$ cat src/rtl/gameport_pkg.sv
// gameport_pkg
//   Shared types and constants for the analog game port sampler.
//   gp_state_t : sampler FSM states
//   CNT_MAX    : largest count step a measurement can reach (also the value
//                reported for an axis whose line never fell)
//   CENTRE     : count step that maps to a signed axis value of zero
//   to_signed8 : converts a 0..255 count step into a signed byte centred on 0

package gameport_pkg;

  typedef enum logic [2:0] {
    IDLE,
    TRIG,
    MEAS,
    DONE,
    WAIT
  } gp_state_t;

  localparam logic [7:0] CNT_MAX = 8'hFF;
  localparam logic [7:0] CENTRE  = 8'h80;

  // Flipping the MSB is the same as subtracting 128 and reading the result
  // as two's complement: 0 -> -128, 128 -> 0, 255 -> +127.
  function automatic logic [7:0] to_signed8(input logic [7:0] step);
    return step ^ CENTRE;
  endfunction

endpackage

$ cat src/rtl/gp_axis_timer.sv
// gp_axis_timer
//   Captures the count step at which one game port axis line first goes low.
//   Ports:
//     clk, reset_n : clock and asynchronous active-low reset
//     line_in      : synchronised axis line, high while the one-shot is timing
//     clear        : re-arms the timer for a new measurement
//     step         : current count step from the shared prescaler
//     latched      : 1 once the line has fallen since the last clear
//     value        : captured step, or CNT_MAX while nothing has been captured

module gp_axis_timer
  import gameport_pkg::*;
(
  input  logic       clk,
  input  logic       reset_n,
  input  logic       line_in,
  input  logic       clear,
  input  logic [7:0] step,
  output logic       latched,
  output logic [7:0] value
);

  // Value defaults to CNT_MAX so an axis that never falls already reads as
  // full scale. Once latched, later rises and falls are ignored until clear.
  always_ff @(posedge clk or negedge reset_n) begin
    if (!reset_n) begin
      latched <= 1'b0;
      value   <= CNT_MAX;
    end else if (clear) begin
      latched <= 1'b0;
      value   <= CNT_MAX;
    end else if (!latched && !line_in) begin
      latched <= 1'b1;
      value   <= step;
    end
  end

endmodule

$ cat src/rtl/gameport_axis_sampler.sv
// gameport_axis_sampler
//   Host-side reader for a PC/Tandy analog game port. Fires the one-shot
//   trigger, times the four axis lines until they fall, converts the widths
//   into signed joystick words, samples the buttons and repeats periodically.
//   Ports:
//     clk, reset_n : 50MHz clock, asynchronous active-low reset
//     en           : enables periodic sampling
//     gp_axis      : raw one-shot outputs {P2Y,P2X,P1Y,P1X}, asynchronous
//     gp_btn_n     : raw active-low buttons {P2B2,P2B1,P1B2,P1B1}, asynchronous
//     gp_trig      : one-shot trigger to the port, active high
//     joya0, joya1 : P1 and P2 {Y,X}, signed 8-bit each, 0 = centre
//     joy_btn      : pressed = 1, same order as gp_btn_n
//     timeout      : per axis, 1 = line never fell during the last sample
//     sample_vld   : one-cycle strobe when joya0/joya1/timeout update
//     busy         : high while triggering or measuring
//   Build option: define GP_DEBOUNCE_EN to debounce the buttons over
//   DEBOUNCE_CYC cycles; otherwise buttons follow the synchronised inputs.

module gameport_axis_sampler
  import gameport_pkg::*;
#(
`ifdef GP_DEBOUNCE_EN
  parameter int DEBOUNCE_CYC = 250000,
`endif
  parameter int TICK_DIV   = 265,
  parameter int TRIG_CYC   = 50,
  parameter int PERIOD_CYC = 833333
) (
  input  logic        clk,
  input  logic        reset_n,
  input  logic        en,
  input  logic [3:0]  gp_axis,
  input  logic [3:0]  gp_btn_n,
  output logic        gp_trig,
  output logic [15:0] joya0,
  output logic [15:0] joya1,
  output logic [3:0]  joy_btn,
  output logic [3:0]  timeout,
  output logic        sample_vld,
  output logic        busy
);

  localparam int PSW = (TICK_DIV > 1)   ? $clog2(TICK_DIV)   : 1;
  localparam int TW  = (TRIG_CYC > 1)   ? $clog2(TRIG_CYC)   : 1;
  localparam int PDW = (PERIOD_CYC > 1) ? $clog2(PERIOD_CYC) : 1;

  gp_state_t      state, next_state;
  logic [3:0]     axis_meta, axis_sync;
  logic [3:0]     btn_meta, btn_sync;
  logic [PSW-1:0] prescale;
  logic [7:0]     step;
  logic [TW-1:0]  trig_cnt;
  logic [PDW-1:0] period_cnt;
  logic           prescale_wrap;
  logic           period_end;
  logic           meas;
  logic [3:0]     latched;
  logic [7:0]     axis_val [4];

  // Both input groups are asynchronous to clk. Lines reset to their idle
  // (high) level so nothing is latched and no button reads pressed.
  always_ff @(posedge clk or negedge reset_n) begin
    if (!reset_n) begin
      axis_meta <= 4'hF;
      axis_sync <= 4'hF;
      btn_meta  <= 4'hF;
      btn_sync  <= 4'hF;
    end else begin
      axis_meta <= gp_axis;
      axis_sync <= axis_meta;
      btn_meta  <= gp_btn_n;
      btn_sync  <= btn_meta;
    end
  end

  assign prescale_wrap = (prescale == PSW'(TICK_DIV - 1));
  assign period_end    = (period_cnt == PDW'(PERIOD_CYC - 1));
  assign meas          = (state == MEAS);

  always_ff @(posedge clk or negedge reset_n) begin
    if (!reset_n) state <= IDLE;
    else          state <= next_state;
  end

  // A measurement ends when every axis has fallen, or after the full final
  // step has elapsed so that a line falling during step 255 still counts.
  // An en drop mid-sample is only looked at in WAIT, so the sample in
  // progress always completes and is reported.
  always_comb begin
    next_state = state;
    busy       = 1'b0;
    case (state)
      IDLE: if (en) next_state = TRIG;
      TRIG: begin
        busy = 1'b1;
        if (trig_cnt == TW'(TRIG_CYC - 1)) next_state = MEAS;
      end
      MEAS: begin
        busy = 1'b1;
        if (&latched || (step == CNT_MAX && prescale_wrap)) next_state = DONE;
      end
      DONE: next_state = WAIT;
      WAIT: if (period_end) next_state = en ? TRIG : IDLE;
      default: next_state = IDLE;
    endcase
  end

  // gp_trig leaves the chip, so it comes straight from a flop rather than
  // from a state decode that could glitch.
  always_ff @(posedge clk or negedge reset_n) begin
    if (!reset_n) gp_trig <= 1'b0;
    else          gp_trig <= (next_state == TRIG);
  end

  // Step/prescaler sit at zero outside MEAS so each measurement starts
  // clean. The period counter restarts on every TRIG entry and saturates.
  always_ff @(posedge clk or negedge reset_n) begin
    if (!reset_n) begin
      trig_cnt   <= '0;
      prescale   <= '0;
      step       <= '0;
      period_cnt <= '0;
    end else begin
      trig_cnt <= (state == TRIG) ? trig_cnt + TW'(1) : '0;
      if (state != MEAS) begin
        prescale <= '0;
        step     <= '0;
      end else if (prescale_wrap) begin
        prescale <= '0;
        if (step != CNT_MAX) step <= step + 8'd1;
      end else begin
        prescale <= prescale + PSW'(1);
      end
      if (next_state == TRIG && state != TRIG) period_cnt <= '0;
      else if (state != IDLE && !period_end)   period_cnt <= period_cnt + PDW'(1);
    end
  end

  // Outside MEAS each timer sees a forced-high line, so a line already low
  // during TRIG is captured as step 0 on the first measuring cycle.
  for (genvar i = 0; i < 4; i++) begin : g_axis
    gp_axis_timer u_timer (
      .clk     (clk),
      .reset_n (reset_n),
      .line_in (axis_sync[i] | ~meas),
      .clear   (state == TRIG),
      .step    (step),
      .latched (latched[i]),
      .value   (axis_val[i])
    );
  end

  // Results are published together with the strobe, one cycle after DONE.
  always_ff @(posedge clk or negedge reset_n) begin
    if (!reset_n) begin
      joya0      <= '0;
      joya1      <= '0;
      timeout    <= 4'hF;
      sample_vld <= 1'b0;
    end else if (state == DONE) begin
      joya0      <= {to_signed8(axis_val[1]), to_signed8(axis_val[0])};
      joya1      <= {to_signed8(axis_val[3]), to_signed8(axis_val[2])};
      timeout    <= ~latched;
      sample_vld <= 1'b1;
    end else begin
      sample_vld <= 1'b0;
    end
  end

`ifdef GP_DEBOUNCE_EN
  localparam int DW = (DEBOUNCE_CYC > 1) ? $clog2(DEBOUNCE_CYC) : 1;
  logic [DW-1:0] db_cnt [4];

  // The synced input is active low, so equality with the active-high output
  // means the two disagree and the stability counter should run.
  always_ff @(posedge clk or negedge reset_n) begin
    if (!reset_n) begin
      joy_btn <= '0;
      for (int i = 0; i < 4; i++) db_cnt[i] <= '0;
    end else begin
      for (int i = 0; i < 4; i++) begin
        if (btn_sync[i] == joy_btn[i]) begin
          if (db_cnt[i] == DW'(DEBOUNCE_CYC - 1)) begin
            joy_btn[i] <= ~joy_btn[i];
            db_cnt[i]  <= '0;
          end else begin
            db_cnt[i] <= db_cnt[i] + DW'(1);
          end
        end else begin
          db_cnt[i] <= '0;
        end
      end
    end
  end
`else
  assign joy_btn = ~btn_sync;
`endif

endmodule
$ cat config.mk
export PLATFORM = sky130hd
export DESIGN_NAME = gameport_axis_sampler
export DESIGN_NICKNAME = d
export VERILOG_FILES = /design/src/rtl/gameport_pkg.sv /design/src/rtl/gp_axis_timer.sv /design/src/rtl/gameport_axis_sampler.sv
export SDC_FILE = /design/constraint.sdc
export NUM_CORES = 1
export LEC_CHECK = 0
export CAP_MARGIN = 25
export CORE_MARGIN = 1
export CORE_UTILIZATION = 35
export CTS_BUF_LIST = sky130_fd_sc_hd__clkbuf_16
export DETAILED_ROUTE_END_ITERATION = 10
export PLACE_DENSITY_LB_ADDON = 0.05
export SLEW_MARGIN = 20
export SYNTH_ARGS = -nofsm -noshare
export SYNTH_HDL_FRONTEND = slang
export SYNTH_SLANG_ARGS = --single-unit
$ cat constraint.sdc
create_clock -name clk -period 5.7 [get_ports clk]
set_input_delay 1.14 -clock clk [delete_from_list [all_inputs] [get_ports clk]]
set_output_delay 1.14 -clock clk [all_outputs]
set_load 0.01 [all_outputs]
==> key figures <==
Cells and area
  • Non-Filler Instances: 847
  • Antenna diodes: 0
  • Synth-to-Final Area Change: 22.0%
  • Nets: 637
  • Core Util, Final: 43.7%
  • Share of post-route cells with drive strength above 1: 14.1%

Synthesis
  • Most frequent cell after synthesis: nand2_1
  • Area leader, netlist: dfrtp_1
  • Share of flip-flops with an asynchronous set or reset: 100%
  • Net Count, Synth: 586
  • Ys flop type: dfrtp_1
  • Synth area leaders: dfrtp_1 37%, dfstp_2 24%, nand2_1 11%
  • Yosys warns: 0
  • Syn Inst Count: 568
  • Synth unique cells: 42
  • Cell Area, Synth: 5690 um^2
  • Syn avg cell area: 10.0 um^2
  • Most frequent cells after synthesis: 170 x nand2_1, 84 x dfrtp_1, 52 x dfstp_2
  • Post-synth EDFFs: 0
  • Register bit count reported by yosys: 136
  • Yosys top cell area share: 37.0%
  • Sequential-to-total area share from yosys stat: 61.0%

GRT
  • First-pass GRT wire length: 20.3 mm
  • Vias in the first global route: 3,909
  • Gr usage total: 16.1%
  • Grt total ovfl: 0
  • Initial antenna violation count: 0
  • Largest net degree at the start of global routing: 70

Clock network
  • Post-CTS Repair Setup Buffers: 0
  • CTS tree: done
  • Htree depth: 4
  • Post-CTS Resized: 0
  • Clk slew on worst S/H paths: 50 ps
  • Clock root buffer: clkbuf_16
  • CTS Buffer Depth: 2
  • Number of hold buffers added after CTS: 0
  • Clock sink count: 136
  • Clk Latency, worst-skew pair: 410 ps
  • Total CTS buffers: 17

Power and ir drop
  • PwrDens: 290 nW/um^2
  • Clk network pwr share: 49.7%
  • Max VDD drop: 199 uV
  • Sw Share: 20.0%
  • Comb pwr share: 1.5%
  • Net Switching: 0.403 mW
  • Sequential share of power: 48.7%
  • Internal: 1.61 mW
  • P_leak: 3.18 nW
  • Total power: 2.01 mW

Worst setup path
  • Register-to-Register Path Depth: 6
  • Worst setup path class: flip-flop to output port
  • Crit-path slowest cell: or3_1
  • Slowest stage delay, CP: 660 ps
  • CP endpoint kind: output port
  • R2r endpoint: step[5]
  • CP Cell Sequence: inv_2, or3_1, nand2_1, clkdlybuf4s50_1
  • R2R Path Start: step[0]
  • Crit path arrival time: 2360 ps
  • Data required, critical path: 4560 ps
  • CP top delay family: simple AND/OR/NAND/NOR gates
  • Critical path buffers and inverters: 2
  • Setup slack, reg-to-reg: 3500 ps
  • CP Max Fanout: 22
  • Startpoint types: flip-flop

Routing
  • Post-route ant nets: 0
  • Via count: 4,000
  • Post-DR wirelength/cell: 14.5 um
  • # DRC: 0
  • Number of detailed-route iterations in the first pass: 4
  • DR iter-0 viols: 218
  • Detailed Route WL: 12.3 mm
  • Vias per std cell: 4.72

STA
  • Final Hold Fails: 0
  • Slew margin rel.: 39.8%
  • Tcrit/Tclk final: 61.4%
  • RSZ-0062 raised after global routing: false
  • Crit path time final: 3500 ps
  • TNS Setup: 0 ps
  • Setup violators final: 0
  • Worst-Margin Slew: 903 ps
  • Worst Skew: 6.00 ps
  • Slew Viols, Final: 0
  • Final worst slack: 2200 ps
  • FMAX: 286 MHz

Placement
  • Post-Place Cells: 815
  • Worst Setup Slack post-DPL: 2620 ps
  • DP HPWL: 7.79 mm
  • Port bufs: 53
  • Placer Congestion: 0.760

Die
  • Ports: 54
  • Initial Utilization: 35.8%
  • Core area: 15,900 um^2
  • FP Rows: 46
  • Chip width: 129 um
  • Die height: 129 um
  • Die area: 16,800 um^2

Min path
  • Worst hold endpoint: btn_sync[0]
  • Hold Crit Class: flip-flop to flip-flop
  • Hold Path Cell Cnt: 0
  • Hold path start: btn_meta[0]

Flow run
  • Max-cap violation count: 0

Status
  • Run status: completed
[layout by cell type, fill, tap and decap left out, types with 2 or more instances in the layout]
master and instances:
and3_1 12, dfrtp_1 84, and4_1 2, bufinv_16 2, dfstp_2 52, nand3_1 51, o211ai_1 2, nand3b_1 2
nand4b_1 2, buf_4 5, clkbuf_16 17, nand2_1 170, xor2_1 22, inv_1 18, clkdlybuf4s50_1 52, nor3_2 5
xnor2_1 4, nor2_1 40, or4_1 2, or3_1 12, a21oi_1 10, nor3_1 2, a41oi_1 2, o21a_1 5
clkinv_1 4, o21ai_0 16, ha_1 7, and2_1 4, nand4_1 9
[stage by stage]
step	area [um^2]	hold slack, ps
floorplan	5690	345
global placement	6390	346
detailed placement	6390	347
CTS	6920	355
global route	6940	355
finish	6940	354
[state kept, by name, summed over array words and instances (netlist names), 4 cells and up]
signal / cells
trig_cnt: 6
g_axis.u_timer.latched: 4
axis_meta: 4
timeout: 4
btn_meta: 4
joya0: 16
btn_sync: 4
period_cnt: 20
joya1: 16
prescale: 9
axis_sync: 4
g_axis.u_timer.value: 32
step: 8
[power groups by stage]
stage               combinational [mW]  clock [mW]  sequential, mW
floorplan                      0.00142           0           0.995
global placement                0.0319           0           0.996
detailed placement              0.0327           0           0.996
CTS                             0.0329        1.03           0.980
global route                    0.0357        1.07           0.980
finish                          0.0308        1.00           0.980
[per-layer routing]
layer | part of all wire [%] | vias to the layer above | global-route usage (%) | routed length [um]
met5 | 0 | - | 0 | 0
met4 | 1.7 | 0 | 7.52 | 208
met3 | 3.6 | 15 | 3.88 | 444
met2 | 44 | 66 | 23.5 | 5430
met1 | 51 | 1938 | 22.6 | 6210
li1 | - | 1981 | - | -
[worst register-to-register path, stage by stage (launching register included)]
cell     delay, ps
dfrtp_1        520
ha_1           310
and3_1         210
and3_1         190
o21a_1         320
or4_1          500
nand2_1         80
[worst max path at each step]
| stage | from | endpoint | slack (ps) | cells after the start |
|---|---|---|---|---|
| 3_3_place_gp | state[1] | busy | 2650 | 4 |
| 2_1_floorplan | state[0] | busy | 3200 | 5 |
| 3_5_place_dp | state[1] | busy | 2620 | 4 |
| 5_1_grt | state[1] | busy | 2060 | 4 |
| 6_report | state[1] | busy | 2200 | 4 |
| 4_1_cts | state[1] | busy | 2160 | 4 |
[cell families (layout without fill, tap and decap cells)]
family | after synthesis | in the layout | share of synthesized area, %
AND/OR/NAND/NOR | 318 | 318 | 25.6
flip-flops | 136 | 136 | 61.0
AO/OA/AOI/OAI | 42 | 42 | 4.71
buffers and inverters | 38 | 101 | 2.97
XOR/XNOR | 26 | 26 | 4.00
adder cells (fa/ha/maj) | 7 | 7 | 1.54
multiplexers | 1 | 1 | 0.198
[area by class of cell]
cell class,instances,area (um^2)
multi-input cells,394,2050
repair buffers,58,573
clock inverters,14,106
inverters,12,45.0
fillers,1625,8950
flip-flops and latches,136,3470
clock buffers,17,425
well taps,216,270
(Power assumes the default switching activity.)
